File: src/rtl/port_uart.sv
// port_uart: port-bus mapped 8N1 UART with TX/RX FIFOs and a programmable bit divisor.
module port_uart #(
  parameter logic [7:0]  BASE_PORT   = 8'h00,
  parameter int unsigned FIFO_DEPTH  = 16,
  parameter logic [15:0] DEFAULT_DIV = 16'd433
) (
  input  logic       clk,
  input  logic       reset,
  input  logic [7:0] port_id,
  input  logic       write_strobe,
  input  logic [7:0] out_port,
  input  logic       read_strobe,
  output logic [7:0] in_port,
  input  logic       uart_rx,
  output logic       uart_tx
);

  localparam int unsigned AW = $clog2(FIFO_DEPTH);
  localparam int unsigned CW = AW + 1;
  localparam int unsigned DW = 16;
  localparam logic [CW-1:0] FULL_CNT = CW'(FIFO_DEPTH);

  typedef enum logic [1:0] {ST_IDLE, ST_START, ST_DATA, ST_STOP} uart_state_e;

  // bus qualification
  logic          wr_q, rd_q;
  logic          wr_acc, rd_acc, hit;
  logic [1:0]    sel;
  logic          cpu_wr_data, cpu_pop;

  // control/status registers
  logic [DW-1:0] div_q, div_d;
  logic          ovf_q, ovf_d, ferr_q, ferr_d, orun_q, orun_d;
  logic [2:0]    clr;
  logic [7:0]    status;

  // FIFOs
  logic [7:0]    tx_mem [FIFO_DEPTH];
  logic [7:0]    rx_mem [FIFO_DEPTH];
  logic [AW-1:0] tx_wp_q, tx_wp_d, tx_rp_q, tx_rp_d;
  logic [AW-1:0] rx_wp_q, rx_wp_d, rx_rp_q, rx_rp_d;
  logic [CW-1:0] tx_cnt_q, tx_cnt_d, rx_cnt_q, rx_cnt_d;
  logic          tx_empty, tx_full, rx_empty, rx_full;
  logic          tx_push, tx_pop, rx_push, rx_push_req, rx_ferr_set;

  // transmitter
  uart_state_e   tx_state_q, tx_state_d;
  logic [DW-1:0] tx_tmr_q, tx_tmr_d;
  logic [2:0]    tx_idx_q, tx_idx_d;
  logic [7:0]    tx_sh_q, tx_sh_d;
  logic          uart_tx_q, uart_tx_d;

  // receiver
  logic          rx_s1_q, rx_s2_q, rx_prev_q;
  uart_state_e   rx_state_q, rx_state_d;
  logic [DW-1:0] rx_tmr_q, rx_tmr_d;
  logic [2:0]    rx_idx_q, rx_idx_d;
  logic [7:0]    rx_sh_q, rx_sh_d;
  logic [DW-1:0] rx_start_ld;

  assign wr_acc      = write_strobe & ~wr_q;
  assign rd_acc      = read_strobe & ~rd_q;
  assign hit         = (port_id[7:2] == BASE_PORT[7:2]);
  assign sel         = port_id[1:0];
  assign cpu_wr_data = hit & wr_acc & (sel == 2'd0);
  assign cpu_pop     = hit & rd_acc & (sel == 2'd0) & ~rx_empty;

  assign tx_empty = (tx_cnt_q == '0);
  assign tx_full  = (tx_cnt_q == FULL_CNT);
  assign rx_empty = (rx_cnt_q == '0);
  assign rx_full  = (rx_cnt_q == FULL_CNT);

  // a push into a full FIFO is still taken when a pop frees a slot in the same cycle
  assign tx_push = cpu_wr_data & (~tx_full | tx_pop);
  assign rx_push = rx_push_req & (~rx_full | cpu_pop);

  // half a bit period, rounded down, measured from the detected falling edge
  assign rx_start_ld = (div_q == '0) ? '0 : DW'((div_q - 16'd1) >> 1);

  assign status  = {ovf_q, ferr_q, orun_q, (tx_state_q != ST_IDLE),
                    tx_full, tx_empty, rx_full, ~rx_empty};
  assign uart_tx = uart_tx_q;

  // read mux: zero outside the window so responders can be OR-combined
  always_comb begin
    in_port = 8'h00;
    if (hit) begin
      case (sel)
        2'd0:    in_port = rx_empty ? 8'h00 : rx_mem[rx_rp_q];
        2'd1:    in_port = status;
        2'd2:    in_port = div_q[7:0];
        default: in_port = div_q[15:8];
      endcase
    end
  end

  // FIFO pointer and occupancy bookkeeping
  always_comb begin
    tx_wp_d  = tx_wp_q + AW'(tx_push);
    tx_rp_d  = tx_rp_q + AW'(tx_pop);
    tx_cnt_d = tx_cnt_q + CW'(tx_push) - CW'(tx_pop);
    rx_wp_d  = rx_wp_q + AW'(rx_push);
    rx_rp_d  = rx_rp_q + AW'(cpu_pop);
    rx_cnt_d = rx_cnt_q + CW'(rx_push) - CW'(cpu_pop);
  end

  // register writes and sticky flags (a set beats a clear in the same cycle)
  always_comb begin
    div_d = div_q;
    clr   = 3'b000;
    if (hit && wr_acc) begin
      case (sel)
        2'd1:    clr = out_port[7:5];
        2'd2:    div_d[7:0] = out_port;
        2'd3:    div_d[15:8] = out_port;
        default: ;
      endcase
    end
    ovf_d  = (ovf_q & ~clr[2]) | (cpu_wr_data & tx_full & ~tx_pop);
    ferr_d = (ferr_q & ~clr[1]) | rx_ferr_set;
    orun_d = (orun_q & ~clr[0]) | (rx_push_req & rx_full & ~cpu_pop);
  end

  // transmitter next state; the line register follows the state one cycle later
  always_comb begin
    tx_state_d = tx_state_q;
    tx_tmr_d   = tx_tmr_q;
    tx_idx_d   = tx_idx_q;
    tx_sh_d    = tx_sh_q;
    tx_pop     = 1'b0;
    uart_tx_d  = 1'b1;
    case (tx_state_q)
      ST_IDLE: begin
        if (!tx_empty) begin
          tx_pop     = 1'b1;
          tx_sh_d    = tx_mem[tx_rp_q];
          tx_tmr_d   = div_q;
          tx_state_d = ST_START;
        end
      end
      ST_START: begin
        uart_tx_d = 1'b0;
        if (tx_tmr_q == '0) begin
          tx_tmr_d   = div_q;
          tx_idx_d   = 3'd0;
          tx_state_d = ST_DATA;
        end else begin
          tx_tmr_d = tx_tmr_q - 16'd1;
        end
      end
      ST_DATA: begin
        uart_tx_d = tx_sh_q[0];
        if (tx_tmr_q == '0) begin
          tx_tmr_d = div_q;
          tx_sh_d  = {1'b0, tx_sh_q[7:1]};
          tx_idx_d = tx_idx_q + 3'd1;
          if (tx_idx_q == 3'd7) tx_state_d = ST_STOP;
        end else begin
          tx_tmr_d = tx_tmr_q - 16'd1;
        end
      end
      ST_STOP: begin
        if (tx_tmr_q == '0) begin
          if (!tx_empty) begin
            tx_pop     = 1'b1;
            tx_sh_d    = tx_mem[tx_rp_q];
            tx_tmr_d   = div_q;
            tx_state_d = ST_START;
          end else begin
            tx_state_d = ST_IDLE;
          end
        end else begin
          tx_tmr_d = tx_tmr_q - 16'd1;
        end
      end
      default: tx_state_d = ST_IDLE;
    endcase
  end

  // receiver next state: mid-bit sampling of the synchronized line
  always_comb begin
    rx_state_d  = rx_state_q;
    rx_tmr_d    = rx_tmr_q;
    rx_idx_d    = rx_idx_q;
    rx_sh_d     = rx_sh_q;
    rx_push_req = 1'b0;
    rx_ferr_set = 1'b0;
    case (rx_state_q)
      ST_IDLE: begin
        if (rx_prev_q && !rx_s2_q) begin
          rx_tmr_d   = rx_start_ld;
          rx_state_d = ST_START;
        end
      end
      ST_START: begin
        if (rx_tmr_q == '0) begin
          if (rx_s2_q) begin
            rx_state_d = ST_IDLE;
          end else begin
            rx_tmr_d   = div_q;
            rx_idx_d   = 3'd0;
            rx_state_d = ST_DATA;
          end
        end else begin
          rx_tmr_d = rx_tmr_q - 16'd1;
        end
      end
      ST_DATA: begin
        if (rx_tmr_q == '0) begin
          rx_tmr_d = div_q;
          rx_sh_d  = {rx_s2_q, rx_sh_q[7:1]};
          rx_idx_d = rx_idx_q + 3'd1;
          if (rx_idx_q == 3'd7) rx_state_d = ST_STOP;
        end else begin
          rx_tmr_d = rx_tmr_q - 16'd1;
        end
      end
      ST_STOP: begin
        if (rx_tmr_q == '0) begin
          rx_state_d  = ST_IDLE;
          rx_push_req = rx_s2_q;
          rx_ferr_set = ~rx_s2_q;
        end else begin
          rx_tmr_d = rx_tmr_q - 16'd1;
        end
      end
      default: rx_state_d = ST_IDLE;
    endcase
  end

  // state registers
  always_ff @(posedge clk or posedge reset) begin
    if (reset) begin
      wr_q       <= 1'b0;
      rd_q       <= 1'b0;
      div_q      <= DEFAULT_DIV;
      ovf_q      <= 1'b0;
      ferr_q     <= 1'b0;
      orun_q     <= 1'b0;
      tx_wp_q    <= '0;
      tx_rp_q    <= '0;
      tx_cnt_q   <= '0;
      rx_wp_q    <= '0;
      rx_rp_q    <= '0;
      rx_cnt_q   <= '0;
      tx_state_q <= ST_IDLE;
      tx_tmr_q   <= '0;
      tx_idx_q   <= '0;
      tx_sh_q    <= '0;
      uart_tx_q  <= 1'b1;
      rx_s1_q    <= 1'b1;
      rx_s2_q    <= 1'b1;
      rx_prev_q  <= 1'b1;
      rx_state_q <= ST_IDLE;
      rx_tmr_q   <= '0;
      rx_idx_q   <= '0;
      rx_sh_q    <= '0;
    end else begin
      wr_q       <= write_strobe;
      rd_q       <= read_strobe;
      div_q      <= div_d;
      ovf_q      <= ovf_d;
      ferr_q     <= ferr_d;
      orun_q     <= orun_d;
      tx_wp_q    <= tx_wp_d;
      tx_rp_q    <= tx_rp_d;
      tx_cnt_q   <= tx_cnt_d;
      rx_wp_q    <= rx_wp_d;
      rx_rp_q    <= rx_rp_d;
      rx_cnt_q   <= rx_cnt_d;
      tx_state_q <= tx_state_d;
      tx_tmr_q   <= tx_tmr_d;
      tx_idx_q   <= tx_idx_d;
      tx_sh_q    <= tx_sh_d;
      uart_tx_q  <= uart_tx_d;
      rx_s1_q    <= uart_rx;
      rx_s2_q    <= rx_s1_q;
      rx_prev_q  <= rx_s2_q;
      rx_state_q <= rx_state_d;
      rx_tmr_q   <= rx_tmr_d;
      rx_idx_q   <= rx_idx_d;
      rx_sh_q    <= rx_sh_d;
    end
  end

  // FIFO storage writes
  always_ff @(posedge clk) begin
    if (tx_push) tx_mem[tx_wp_q] <= out_port;
    if (rx_push) rx_mem[rx_wp_q] <= rx_sh_q;
  end

endmodule
File: config.mk
export PLATFORM = sky130hd
export DESIGN_NAME = port_uart
export DESIGN_NICKNAME = d
export VERILOG_FILES = /design/src/rtl/port_uart.sv
export SDC_FILE = /design/constraint.sdc
export NUM_CORES = 1
export LEC_CHECK = 0
export CORE_ASPECT_RATIO = 1.25
export CORE_MARGIN = 3
export CORE_UTILIZATION = 60
export CTS_CLUSTER_DIAMETER = 60
export DETAILED_ROUTE_END_ITERATION = 10
export GPL_TIMING_DRIVEN = 0
export HOLD_SLACK_MARGIN = 0.05
export PLACE_DENSITY_LB_ADDON = 0.15
export SLEW_MARGIN = 10
export SYNTH_ARGS = -nofsm -noshare
export SYNTH_HDL_FRONTEND = slang
export SYNTH_SLANG_ARGS = --single-unit
File: constraint.sdc
create_clock -name clk -period 8.7 [get_ports clk]
set_input_delay 1.74 -clock clk [delete_from_list [all_inputs] [get_ports clk]]
set_output_delay 1.74 -clock clk [all_outputs]
set_load 0.01 [all_outputs]
Word level (Yosys, flattened, before mapping)

Memories as Yosys holds them, arrays and structs flattened.
Index checks and enable logic that the tools add are counted.

Output and inout port bits: 9
Bits of input ports: 21
Memories kept: 2
Register bits after elaboration: 109
RAM bits: 256

Memory list:

| name   | words | width | rd ports | clocked after Yosys merged registers in | wr ports | RTL line | source |
|---|---|---|---|---|---|---|---|
| rx_mem | 16    | 8     | 1        | 0                                       | 1        | 39       | `logic [7:0] rx_mem [FIFO_DEPTH];` |
| tx_mem | 16    | 8     | 1        | 0                                       | 1        | 38       | `logic [7:0] tx_mem [FIFO_DEPTH];` |

Multiplexer cells: 53
Equality and inequality tests: 26
Add/sub/neg operators: 13
Reductions and logical operators: 26
Bitwise operators: 32

Operator list:

| cell                                                                 | count |
|---|---|
| 16-bit 2-to-1 mux                                                    | 8 |
| 16-bit case mux with 4 select lines                                  | 1 |
| 16-bit logical NOT                                                   | 3 |
| 16-bit case mux with 3 select lines                                  | 1 |
| 8-bit case mux with 3 select lines                                   | 2 |
| 16-bit by 1-bit subtractor with 16-bit output, second input constant | 3 |
| 8-bit 2-to-1 mux                                                     | 5 |
| 2-bit != test, second input constant                                 | 12 |
| 2-bit 2-to-1 mux                                                     | 11 |
| 3-bit 2-to-1 mux                                                     | 7 |
| 4-bit by 1-bit adder with 4-bit output                               | 4 |
| 1-bit bitwise AND                                                    | 16 |
| 2-bit case mux with 4 select lines                                   | 2 |
| 15-bit 2-to-1 mux                                                    | 1 |
| 2-bit == test, second input constant                                 | 6 |
| 3-bit case mux with 2 select lines                                   | 2 |
| 1-bit 2-to-1 mux                                                     | 11 |
| 1-bit NOT                                                            | 11 |
| 5-bit by 1-bit adder with 5-bit output                               | 2 |
| 5-bit == test, second input constant                                 | 2 |
| 5-bit logical NOT                                                    | 2 |
| 5-bit AND reduction                                                  | 2 |
| 5-bit by 1-bit subtractor with 5-bit output                          | 2 |
| 3-bit AND reduction                                                  | 3 |
| 15 further kinds                                                     | 31 |

Logic depth before layout (Yosys ltp)

Gate-level depths: netlist of the first run.

Depth after elaboration: 9
Gate-level depth with buffers: 16

Worst setup path after synthesis of the first run

Ideal clock, no wire load.

Path type: input to output
Start: input port_id[0]
End: output in_port[7]
Path slack: 4.155 ns
Stages: 6
Arrival time: 2.805 ns
Path buffers: 2
Cell sequence: clkbuf_1 -> nor2_1 -> and2_1 -> clkbuf_1 -> o221ai_1 -> a31oi_1

Longest elaborated chain between the ends: 3
Elaborated cells on any way between the ends: 5

Ends and longest elaborated chain:

| item                                        | RTL line | source |
|---|---|---|
| start: declaration                          | 9        | `input logic [7:0] port_id,` |
| 2-bit == test, or another cell as far along | 88       | `case (sel)` |
| 8-bit case mux with 3 select lines (*)      | 88       |  |
| 8-bit 2-to-1 mux (*)                        | 87       | `if (hit) begin` |
| end: declaration                            | 13       | `output logic [7:0] in_port,` |

Mark *: on every way between the ends. The rest lies on a longest branch, timed or not.

Worst setup path in the final report of the first run

Start: input port_id[1]
End: output in_port[7]

Same word-level chain as after synthesis.

==> reports/results.ini, run 1 <==
[setup_path]
timing.reg2reg.worst_path_depth=6
cp_slowest_cell=sky130_fd_sc_hd__clkdlybuf4s50_1
regToRegStartpoint=rx_tmr_q[9]
crit_path_most_repeated_cell=sky130_fd_sc_hd__clkdlybuf4s50_1
critical_path_peak_fanout=7
cp_top_family=buffers and inverters
crit_path_capture_type=output port
crit_type=input port to output port
required_time_of_the_worst_setup_path_ns=6.96
path_cells=clkdlybuf4s50_1, nor2_1, and2_1, clkbuf_1, o221ai_1, a31oi_1, clkdlybuf4s50_1
critical-path-max-stage-delay_ns=0.61
regToRegEndpoint=rx_mem[0][6]
crit_path_start_kind=input port
worst_ep_arrival_time_ns=4.19
critical_path.n_buffers_inverters=3
r2r_slack_ns=4.94

[floorplanning]
fp-row-count=67
coreArea_um2=26800
chipWidth_um=154
die_area_um2=29300
start_util=0.611
die-height_um=191
io_pins=30

[routing]
wl_per_cell_um=24.1
via_count=9941
first_pass_iters=5
drc_errors=0
via_per_inst=6.32
route.final.wire_length_mm=38.0
drtAntennaViolNets=0
drt_iter0_drc=875

[synthesis]
syn-mean-instance-area_um2=14.6
yosysSeqAreaShare=0.636
ys_warn_count=0
postSynthRegisterBits=365
synth_nets=1183
netlist-cell-type-count=83
async_flop_share=0.299
synth-edff-count=256
syn_area_um2=16400
syn_inst=1123
synth_ff_type=sky130_fd_sc_hd__edfxtp_1

[clock_network]
cts_hold_buf=0
cts_max_path_buffers=3
worstSkewPairLatency_ns=0.53
cts.repair.resized=0
clock_sinks=365
cts_tree=yes
clk_pin_slew_ns=0.06
clock_tree.root_cell=sky130_fd_sc_hd__clkbuf_16
postCtsSetupRepairBufs=0
numCtsBuffers=38
ctsHtreeMaxLevel=2

[power]
internal_portion_of_total_power_uw=3800
leakage_power_of_the_design_uw=0.00677
clkPwrFrac=0.318
switching_share=0.319
peakVddDrop_mv=0.189
power.density_cell_area_nw_per_um2=299
p_seq_frac=0.382
p_total_uw=5590
combinational_share_of_power=0.300
total_switching_power_uw=1780

[placement]
gp_congestion=0.971
place.detailed.hpwl_mm=25.7
io_buffers=28

[grt]
global_routing_s_busiest_layer=met2
overflow=0
first_global_vias=9998
gr-usage-met2=0.461
met1_usage=0.338
gr-usage-all-layers=0.262
grt_max_degree=64
initial_antenna_violation_count=0
grtUsageMet3=0.0336
grt_first_pass_wirelength_mm=58.6

[layout]
layout.area.seq_um2=10400
antenna-diode-count=0
area_used_by_multi_input_combinational_logic_um2=5670
finalNetCount=1259
area_delta_synth_final_pct=14.0
final.fill_count=1795
drive_gt1_frac=0.187
final_util=0.696

[sta]
worst_slew_margin_rel=0.159
timing.clock.skew_ns=0.0288
fmax_mhz=169
drv_slew=0
setup_tns_ns=0
final-setup-viol-count=0
worstMarginPinSlew_ns=1.25
total_count_of_hold_check_failures_in_the_final_report=0
rsz0062_at_grt=false
min_period_over_period=0.682
shortest_period_the_worst_path_allows_ns=5.93

[job]
drv.max_cap_violation_count=0

[min_path]
hold_path_startpoint=rx_s1_q
hold_path_depth=0
hold_class=flop to flop
holdPathEnd=rx_s2_q

[outcome]
run_status=finished clean

==> synthesized netlist by cell type (all sizes together) (7+ instances only) <==
library cell,instances,area share
nand2b,11,0.0042
ha,37,0.028
nor3,33,0.012
nand3,16,0.0052
o211ai,7,0.0032
edfxtp,256,0.47
or4,7,0.0034
a21o,8,0.0037
o21ai,63,0.019
mux2i,16,0.0098
dfstp,9,0.014
a22o,8,0.0043
mux2,25,0.017
a221oi,10,0.0064
mux4,71,0.098
a31oi,16,0.0061
a21oi,38,0.012
xnor2,16,0.0086
nor2,77,0.018
xor2,11,0.0059
nand2,76,0.017
buf,13,0.0053
dfrtp,100,0.15
a22oi,13,0.0060
inv,39,0.0089
nor4,20,0.0076
clkbuf,41,0.0094
==> per-layer routing <==
layer | share of wire | wire length, µm
met5 | 0 | 0
met4 | 0.035 | 1330
met3 | 0.049 | 1850
met2 | 0.53 | 20100
met1 | 0.39 | 14700
==> metrics by stage <==
step / std cells / setup slack, ns / hold slack (ns) / cell area, µm²
floorplan: 1123 / 4.10 / 0.345 / 16400
global placement: 1496 / 2.25 / 0.348 / 17100
detailed placement: 1504 / 2.84 / 0.353 / 17300
CTS: 1572 / 2.80 / 0.364 / 18600
global route: 1572 / 2.67 / 0.366 / 18700
finish: 1572 / 2.77 / 0.356 / 18700
==> cells in the final DEF (no fill, tap or decap), drive strengths merged, types with 7 or more instances in the layout <==
cell type and instances:
nand3 16, a221oi 10, buf 21, clkdlybuf4s50 28
o21ai 63, dfrtp 100, clkbuf 85, nor3 33
nand2b 11, clkinv 13, a22oi 13, a22o 8
nand2 76, bufinv 7, nor4 20, a21o 8
mux2i 16, o211ai 7, xnor2 16, xor2 11
mux4 71, a21oi 38, dfstp 9, a31oi 16
ha 37, or4 7, nor2 77, edfxtp 256
inv 43, mux2 25
==> flip-flops by register name, indices dropped and copies added, names as in the netlist, 2 cells and up, named ones only <==
name        count
tx_sh_q         8
rx_mem        128
tx_cnt_q        5
rx_sh_q         8
rx_tmr_q       16
div_q          16
tx_idx_q        3
tx_state_q      2
tx_wp_q         4
rx_idx_q        3
tx_rp_q         4
rx_wp_q         4
rx_rp_q         4
tx_tmr_q       16
rx_cnt_q        5
tx_mem        128
==> worst max-delay path by stage <==
stage / end / slack [ns] / from / cells after the start
finish: in_port[7] / 2.77 / port_id[1] / 7
global route: in_port[7] / 2.67 / port_id[1] / 7
CTS: in_port[7] / 2.80 / port_id[1] / 7
detailed placement: in_port[7] / 2.84 / port_id[1] / 7
global placement: rx_sh_q[6] / 2.25 / reset / 2
floorplan: async pin / 4.10 / reset / 1
==> cells by family after synthesis <==
kind of cell / synth area share
muxes: 0.125
and+or+nand+nor: 0.0855
AOI/OAI and AO/OA: 0.0844
buffers and inverters: 0.0239
DFF: 0.636
adders and majority gates: 0.0307
xor gates and xnor gates: 0.0144
==> worst reg2reg max path, delay by kind of cell (launching register included) <==
family | cells | cell delay [ns]
AND/OR/NAND/NOR | 6 | 2.92
flip-flops | 1 | 0.45
==> power by group through the flow <==
stage / registers [µW] / logic, µW / clock network (µW)
after CTS: 2130 / 1670 / 1800
after global placement: 2160 / 1630 / 0
after detailed placement: 2170 / 1660 / 0
after floorplan: 2130 / 1280 / 0
after global routing: 2150 / 1850 / 1870
final: 2130 / 1670 / 1780
==> final cells by class <==
class                   instances  area share
plain buffers                  54      0.0129
clock buffers                  44      0.0561
multi-input cells             664       0.304
clock inverters                24      0.0184
repair buffers                 36      0.0194
well taps                     345      0.0231
inverters                      40     0.00831
flip-flops and latches        365       0.558
(Power assumes the default switching activity.)
==> run 2, diff against run 1 <==
- CORE_UTILIZATION: 60 -> 56
- clock period: 8.7 -> 4.8 ns (I/O delays scaled with it)
==> reports/results.ini, run 2 (synthesis gave the netlist of run 1 again) <==
[clock_network]
cts.repair.resized=2  ; +2
clock_tree.root_cell=sky130_fd_sc_hd__clkbuf_16
cts_hold_buf=0  ; unchanged
worstSkewPairLatency_ns=0.55  ; +0.02 ns
ctsHtreeMaxLevel=2  ; unchanged
postCtsSetupRepairBufs=0  ; unchanged
numCtsBuffers=39  ; +2.6%
cts_tree=yes
clock_sinks=365  ; unchanged
cts_max_path_buffers=3  ; unchanged
clk_pin_slew_ns=0.06  ; about the same

[layout]
area_delta_synth_final_pct=14.0  ; about the same
finalNetCount=1263  ; +0.32%
final.fill_count=2089  ; +16%
layout.cell_area.non_filler_um2=18700  ; about the same
biggestRegsByFlops=rx_mem (128), tx_mem (128)
commonest_non_fill_non_tap_cell_in_the_layout=sky130_fd_sc_hd__edfxtp_1
final_util=0.651  ; -0.0448
antenna-diode-count=0  ; unchanged
drive_gt1_frac=0.183  ; -0.00401
layout.cells.most_common_list=sky130_fd_sc_hd__edfxtp_1 (256), sky130_fd_sc_hd__dfrtp_1 (100), sky130_fd_sc_hd__nor2_1 (76), sky130_fd_sc_hd__nand2_1 (76), sky130_fd_sc_hd__mux4_2 (71)

[sta]
min_period_over_period=0.960
timing.clock.skew_ns=0.0315  ; +0.00271 ns
shortest_period_the_worst_path_allows_ns=4.61
fmax_mhz=217
drv_slew=0  ; unchanged
worstMarginPinSlew_ns=1.18  ; -0.0704 ns
worst_slew_margin_rel=0.206  ; +0.0473
total_count_of_hold_check_failures_in_the_final_report=0  ; unchanged
final-setup-viol-count=0  ; unchanged
timing.hold.ws_ns=0.359  ; +0.00272 ns

[setup_path]
crit_type=flop to output port
critical_path.n_buffers_inverters=2  ; -1
path_cells=clkdlybuf4s15_1, mux4_2, mux4_2, nand2_1, a31oi_1, clkdlybuf4s50_1
cp_slowest_cell=sky130_fd_sc_hd__clkdlybuf4s15_1
crit_path_start_kind=flop
worst_ep_arrival_time_ns=3.65  ; -0.54 ns
cp_top_family=buffers and inverters
critical-path-max-stage-delay_ns=0.74  ; +0.13 ns
crit_path_capture_type=output port
crit_path_most_repeated_cell=sky130_fd_sc_hd__mux4_2
critical_path_peak_fanout=10  ; +3
required_time_of_the_worst_setup_path_ns=3.84  ; -3.12 ns

[routing]
routed.top_layer=met4
routed-wl-met2_mm=19.7  ; -1.7%
via_per_inst=6.19  ; -2.2%
first_pass_iters=5  ; unchanged
drc_errors=0  ; unchanged
via_count=10000  ; +0.95%
drtAntennaViolNets=0  ; unchanged
detail_route.wirelength.met1_mm=14.9  ; +1.2%
drt_iter0_drc=933  ; +6.6%
routed-wl-met3_mm=1.77  ; -4.4%
wl_per_cell_um=23.2  ; -4.1%
route.final.wire_length_mm=37.6  ; -1.0%

[power]
leakage_power_of_the_design_uw=0.00673  ; -0.49%
clkPwrFrac=0.306  ; -0.012
internal_portion_of_total_power_uw=6720  ; +77%
combinational_share_of_power=0.303  ; +0.003
power.density_cell_area_nw_per_um2=530  ; +77%
switching_share=0.321  ; +0.00251
peakVddDrop_mv=0.420  ; +120%
total_switching_power_uw=3180  ; +79%
p_seq_frac=0.391  ; +0.009

[placement]
placed_area_um2=17300  ; +0.46%
io_buffers=28  ; unchanged
place.detailed.hpwl_mm=25.6  ; -0.30%
gp_congestion=0.955  ; -1.6%

[min_path]
hold_class=flop to flop

[floorplanning]
fp-row-count=69  ; +3.0%
die-height_um=197  ; +3.4%
chipWidth_um=159  ; +3.4%
coreArea_um2=28700  ; +6.8%
die_area_um2=31400  ; +6.9%
start_util=0.572  ; -0.0391
io_pins=30  ; unchanged

[grt]
grt_first_pass_wirelength_mm=58.8  ; +0.37%
grt_max_degree=56  ; -13%
gr-usage-all-layers=0.244  ; -0.0174
first_global_vias=10000  ; +0.49%
initial_antenna_violation_count=0  ; unchanged
overflow=0  ; unchanged

[job]
drv.max_cap_violation_count=0  ; unchanged

[outcome]
run_status=finished clean

run 2: cell count changes in the layout (fill, tap and decap cells not counted), moves of 3 or more:
cell	delta
sky130_fd_sc_hd__clkinv_1	+4
sky130_fd_sc_hd__bufinv_16	-3
sky130_fd_sc_hd__clkinv_4	-5
sky130_fd_sc_hd__clkinv_2	-3
sky130_fd_sc_hd__clkbuf_1	+3
sky130_fd_sc_hd__clkbuf_2	+3
run 2: cell type report:
class | instances | area (µm²) | share of cell area
Clock buffer | 51 | 1060 | 0.0569
Inverter | 40 | 155 | 0.00831
Timing Repair Buffer | 39 | 389 | 0.0208
Buffer | 54 | 254 | 0.0136
Multi-Input combinational cell | 664 | 5660 | 0.303
Clock inverter | 19 | 233 | 0.0125
Tap cell | 390 | 488 | 0.0261
Sequential cell | 365 | 10400 | 0.558
run 2: through the flow:
step	TNS, ns	cells	power (µW)	worst slack [ns]
final	0	1622	9900	0.190
after global routing	-0.0114	1622	10400	-0.00685
after CTS	0	1622	9950	0.0663
after global placement	-99.62	1541	6850	-0.987
after floorplan	0	1123	6170	0.981
after detailed placement	0	1552	6930	0.221
run 2: routing by layer:
metal,track usage,vias up
met1,0.313,5122
li1,-,4521
met5,0,-
met4,0.0830,0
met2,0.435,315
met3,0.0321,77
run 2: worst paths after layout:
| check | slack, ns | start | depth (start not counted) | endpoint |
|---|---|---|---|---|
| hold reg to reg | 0.36 | rx_s1_q | 0 | rx_s2_q |
| min in group asynchronous | 0.86 | reset | 2 | tx_tmr_q[11] |
| hold / removal | 0.36 | rx_s1_q | 0 | rx_s2_q |
| setup reg to reg | 0.90 | rx_tmr_q[9] | 6 | rx_mem[8][3] |
| setup / recovery | 0.19 | rx_rp_q[0] | 6 | in_port[5] |
| max in group asynchronous | 3.23 | reset | 3 | rx_prev_q |
run 2: power groups by stage:
| stage | combinational, µW | sequential [µW] | clock (µW) |
|---|---|---|---|
| after CTS | 3010 | 3870 | 3070 |
| after detailed placement | 3000 | 3930 | 0 |
| after global routing | 3320 | 3910 | 3200 |
| after global placement | 2930 | 3920 | 0 |
| final | 3000 | 3870 | 3030 |
| after floorplan | 2310 | 3860 | 0 |
==> run 3, diff against run 2 <==
- CORE_UTILIZATION: 56 -> 55
==> reports/results.ini, run 3 (synthesis gave the netlist of run 1 again) <==
[setup_path]
crit_path_capture_type=output port
crit_type=flop to output port
crit_path_start_kind=flop
critical_path_peak_fanout=10  ; unchanged
worst_ep_arrival_time_ns=3.57  ; -0.08 ns
required_time_of_the_worst_setup_path_ns=3.84  ; about the same

[clock_network]
cts_max_path_buffers=3  ; unchanged
clock_tree.root_cell=sky130_fd_sc_hd__clkbuf_16
numCtsBuffers=38  ; -2.6%
worstSkewPairLatency_ns=0.53  ; -0.02 ns
cts_tree=yes
clock_sinks=365  ; unchanged
clk_pin_slew_ns=0.06  ; about the same
ctsHtreeMaxLevel=2  ; unchanged
cts_hold_buf=0  ; unchanged

[sta]
final-setup-viol-count=0  ; unchanged
worst_slew_margin_rel=0.149  ; -0.0567
drv_slew=0  ; unchanged
timing.hold.ws_ns=0.356  ; -0.00337 ns
worstMarginPinSlew_ns=1.27  ; +0.0844 ns
rsz0062_at_grt=false
total_count_of_hold_check_failures_in_the_final_report=0  ; unchanged
fmax_mhz=221  ; +1.7%
timing.clock.skew_ns=0.0137  ; -0.0178 ns
min_period_over_period=0.944  ; -0.0161
shortest_period_the_worst_path_allows_ns=4.53  ; -0.0772 ns

[min_path]
hold_class=flop to flop

[routing]
wl_per_cell_um=23.1  ; -0.15%
drc_errors=0  ; unchanged
route.final.wire_length_mm=37.5  ; about the same
via_count=9995  ; -0.40%
drt_iter0_drc=924  ; -0.96%
via_per_inst=6.16  ; -0.46%
drtAntennaViolNets=0  ; unchanged
first_pass_iters=5  ; unchanged

[floorplanning]
io_pins=30  ; unchanged
die_area_um2=31900  ; +1.8%
die-height_um=199  ; +0.88%
fp-row-count=70  ; +1.4%
start_util=0.558  ; -0.0132
coreArea_um2=29300  ; +2.4%
chipWidth_um=160  ; +0.87%

[power]
peakVddDrop_mv=0.364  ; -13%
power.density_cell_area_nw_per_um2=528  ; -0.33%
leakage_power_of_the_design_uw=0.00669  ; -0.66%

[layout]
final_util=0.633  ; -0.0186
antenna-diode-count=0  ; unchanged
area_delta_synth_final_pct=13.4
commonest_non_fill_non_tap_cell_in_the_layout=sky130_fd_sc_hd__edfxtp_1
drive_gt1_frac=0.177  ; -0.00659
biggestRegsByFlops=rx_mem (128), tx_mem (128)
finalNetCount=1258  ; -0.40%
layout.cells.most_common_list=sky130_fd_sc_hd__edfxtp_1 (256), sky130_fd_sc_hd__dfrtp_1 (100), sky130_fd_sc_hd__nor2_1 (76), sky130_fd_sc_hd__nand2_1 (76), sky130_fd_sc_hd__mux4_2 (71)
layout.cell_area.non_filler_um2=18600  ; -0.56%

[placement]
io_buffers=28  ; unchanged
placed_area_um2=17300  ; about the same
place.detailed.hpwl_mm=25.5  ; -0.51%
gp_congestion=0.882  ; -7.6%

[grt]
grt_max_degree=58  ; +3.6%
grt_first_pass_wirelength_mm=58.7  ; -0.15%
gr-usage-all-layers=0.241  ; -0.00323
first_global_vias=10100  ; +0.41%
initial_antenna_violation_count=0  ; unchanged
overflow=0  ; unchanged

[job]
drv.max_cap_violation_count=0  ; unchanged

[outcome]
run_status=finished clean

run 3: cell types whose count changed in the layout (fill, tap and decap cells not counted), sizes merged:
cell / before / now
clkdlybuf4s15: 1 / 0
buf: 23 / 19
bufinv: 4 / 3
clkinvlp: 3 / 0
clkinv: 10 / 8
inv: 42 / 41
clkbuf: 92 / 99
run 3: per-layer routing:
layer	share of wire	GRT usage
met5	0	0
met4	0.027	0.0736
met3	0.052	0.0350
met2	0.53	0.434
met1	0.39	0.305
run 3: cell type report:
cell class              count  area, µm²
fillers                  2166      10800
flip-flops and latches    365      10400
multi-input cells         664       5650
clock buffers              57       1090
well taps                 396        495
repair buffers             35        353
plain buffers              54        246
inverters                  40        155
clock inverters            12        144
run 3: path summary, 6_finish.rpt:
kind                                endpoint  cells after the start   startpoint  slack, ns
worst min-delay path                 rx_s2_q                      0      rx_s1_q       0.36
min in group asynchronous       tx_tmr_q[11]                      2        reset       0.86
max in group asynchronous          rx_prev_q                      3        reset       3.22
worst min register to register       rx_s2_q                      0      rx_s1_q       0.36
worst max register to register  rx_mem[4][4]                      6  rx_tmr_q[9]       0.90
worst max-delay path              in_port[5]                      6   rx_rp_q[0]       0.27
run 3: where the power goes:
group / switching [µW] / total (µW) / internal [µW] / leakage (µW)
registers: 236 / 3870 / 3630 / 0.00370
clock network: 1190 / 2930 / 1740 / 0.000606
logic: 1720 / 3010 / 1290 / 0.00238
total: 3140 / 9810 / 6670 / 0.00669
run 3: timing repair:
item / 4_1_cts / 5_1_grt
buffers inserted: 0 / 0
endpoints found under the setup margin: 1 / 5
resized for setup: 1 / 3
gates cloned: 0 / 0
run 3: per-stage QoR:
step | cells | TNS, ns | power [µW] | worst slack, ns
2_1_floorplan | 1123 | 0 | 6170 | 0.981
3_3_place_gp | 1547 | -102.90 | 6860 | -1.04
3_5_place_dp | 1554 | 0 | 6950 | 0.239
4_1_cts | 1623 | 0 | 9880 | 0.0794
5_1_grt | 1623 | 0 | 10400 | 0.00718
6_report | 1623 | 0 | 9810 | 0.267
run 3: worst max-delay path, cell delays in order, from the launching register on:
cell                              delay [ns]
sky130_fd_sc_hd__dfrtp_1                0.36
sky130_fd_sc_hd__clkbuf_1               0.70
sky130_fd_sc_hd__mux4_2                 0.66
sky130_fd_sc_hd__mux4_2                 0.52
sky130_fd_sc_hd__nand2_1                0.09
sky130_fd_sc_hd__a31oi_1                0.16
sky130_fd_sc_hd__clkdlybuf4s50_1        0.54
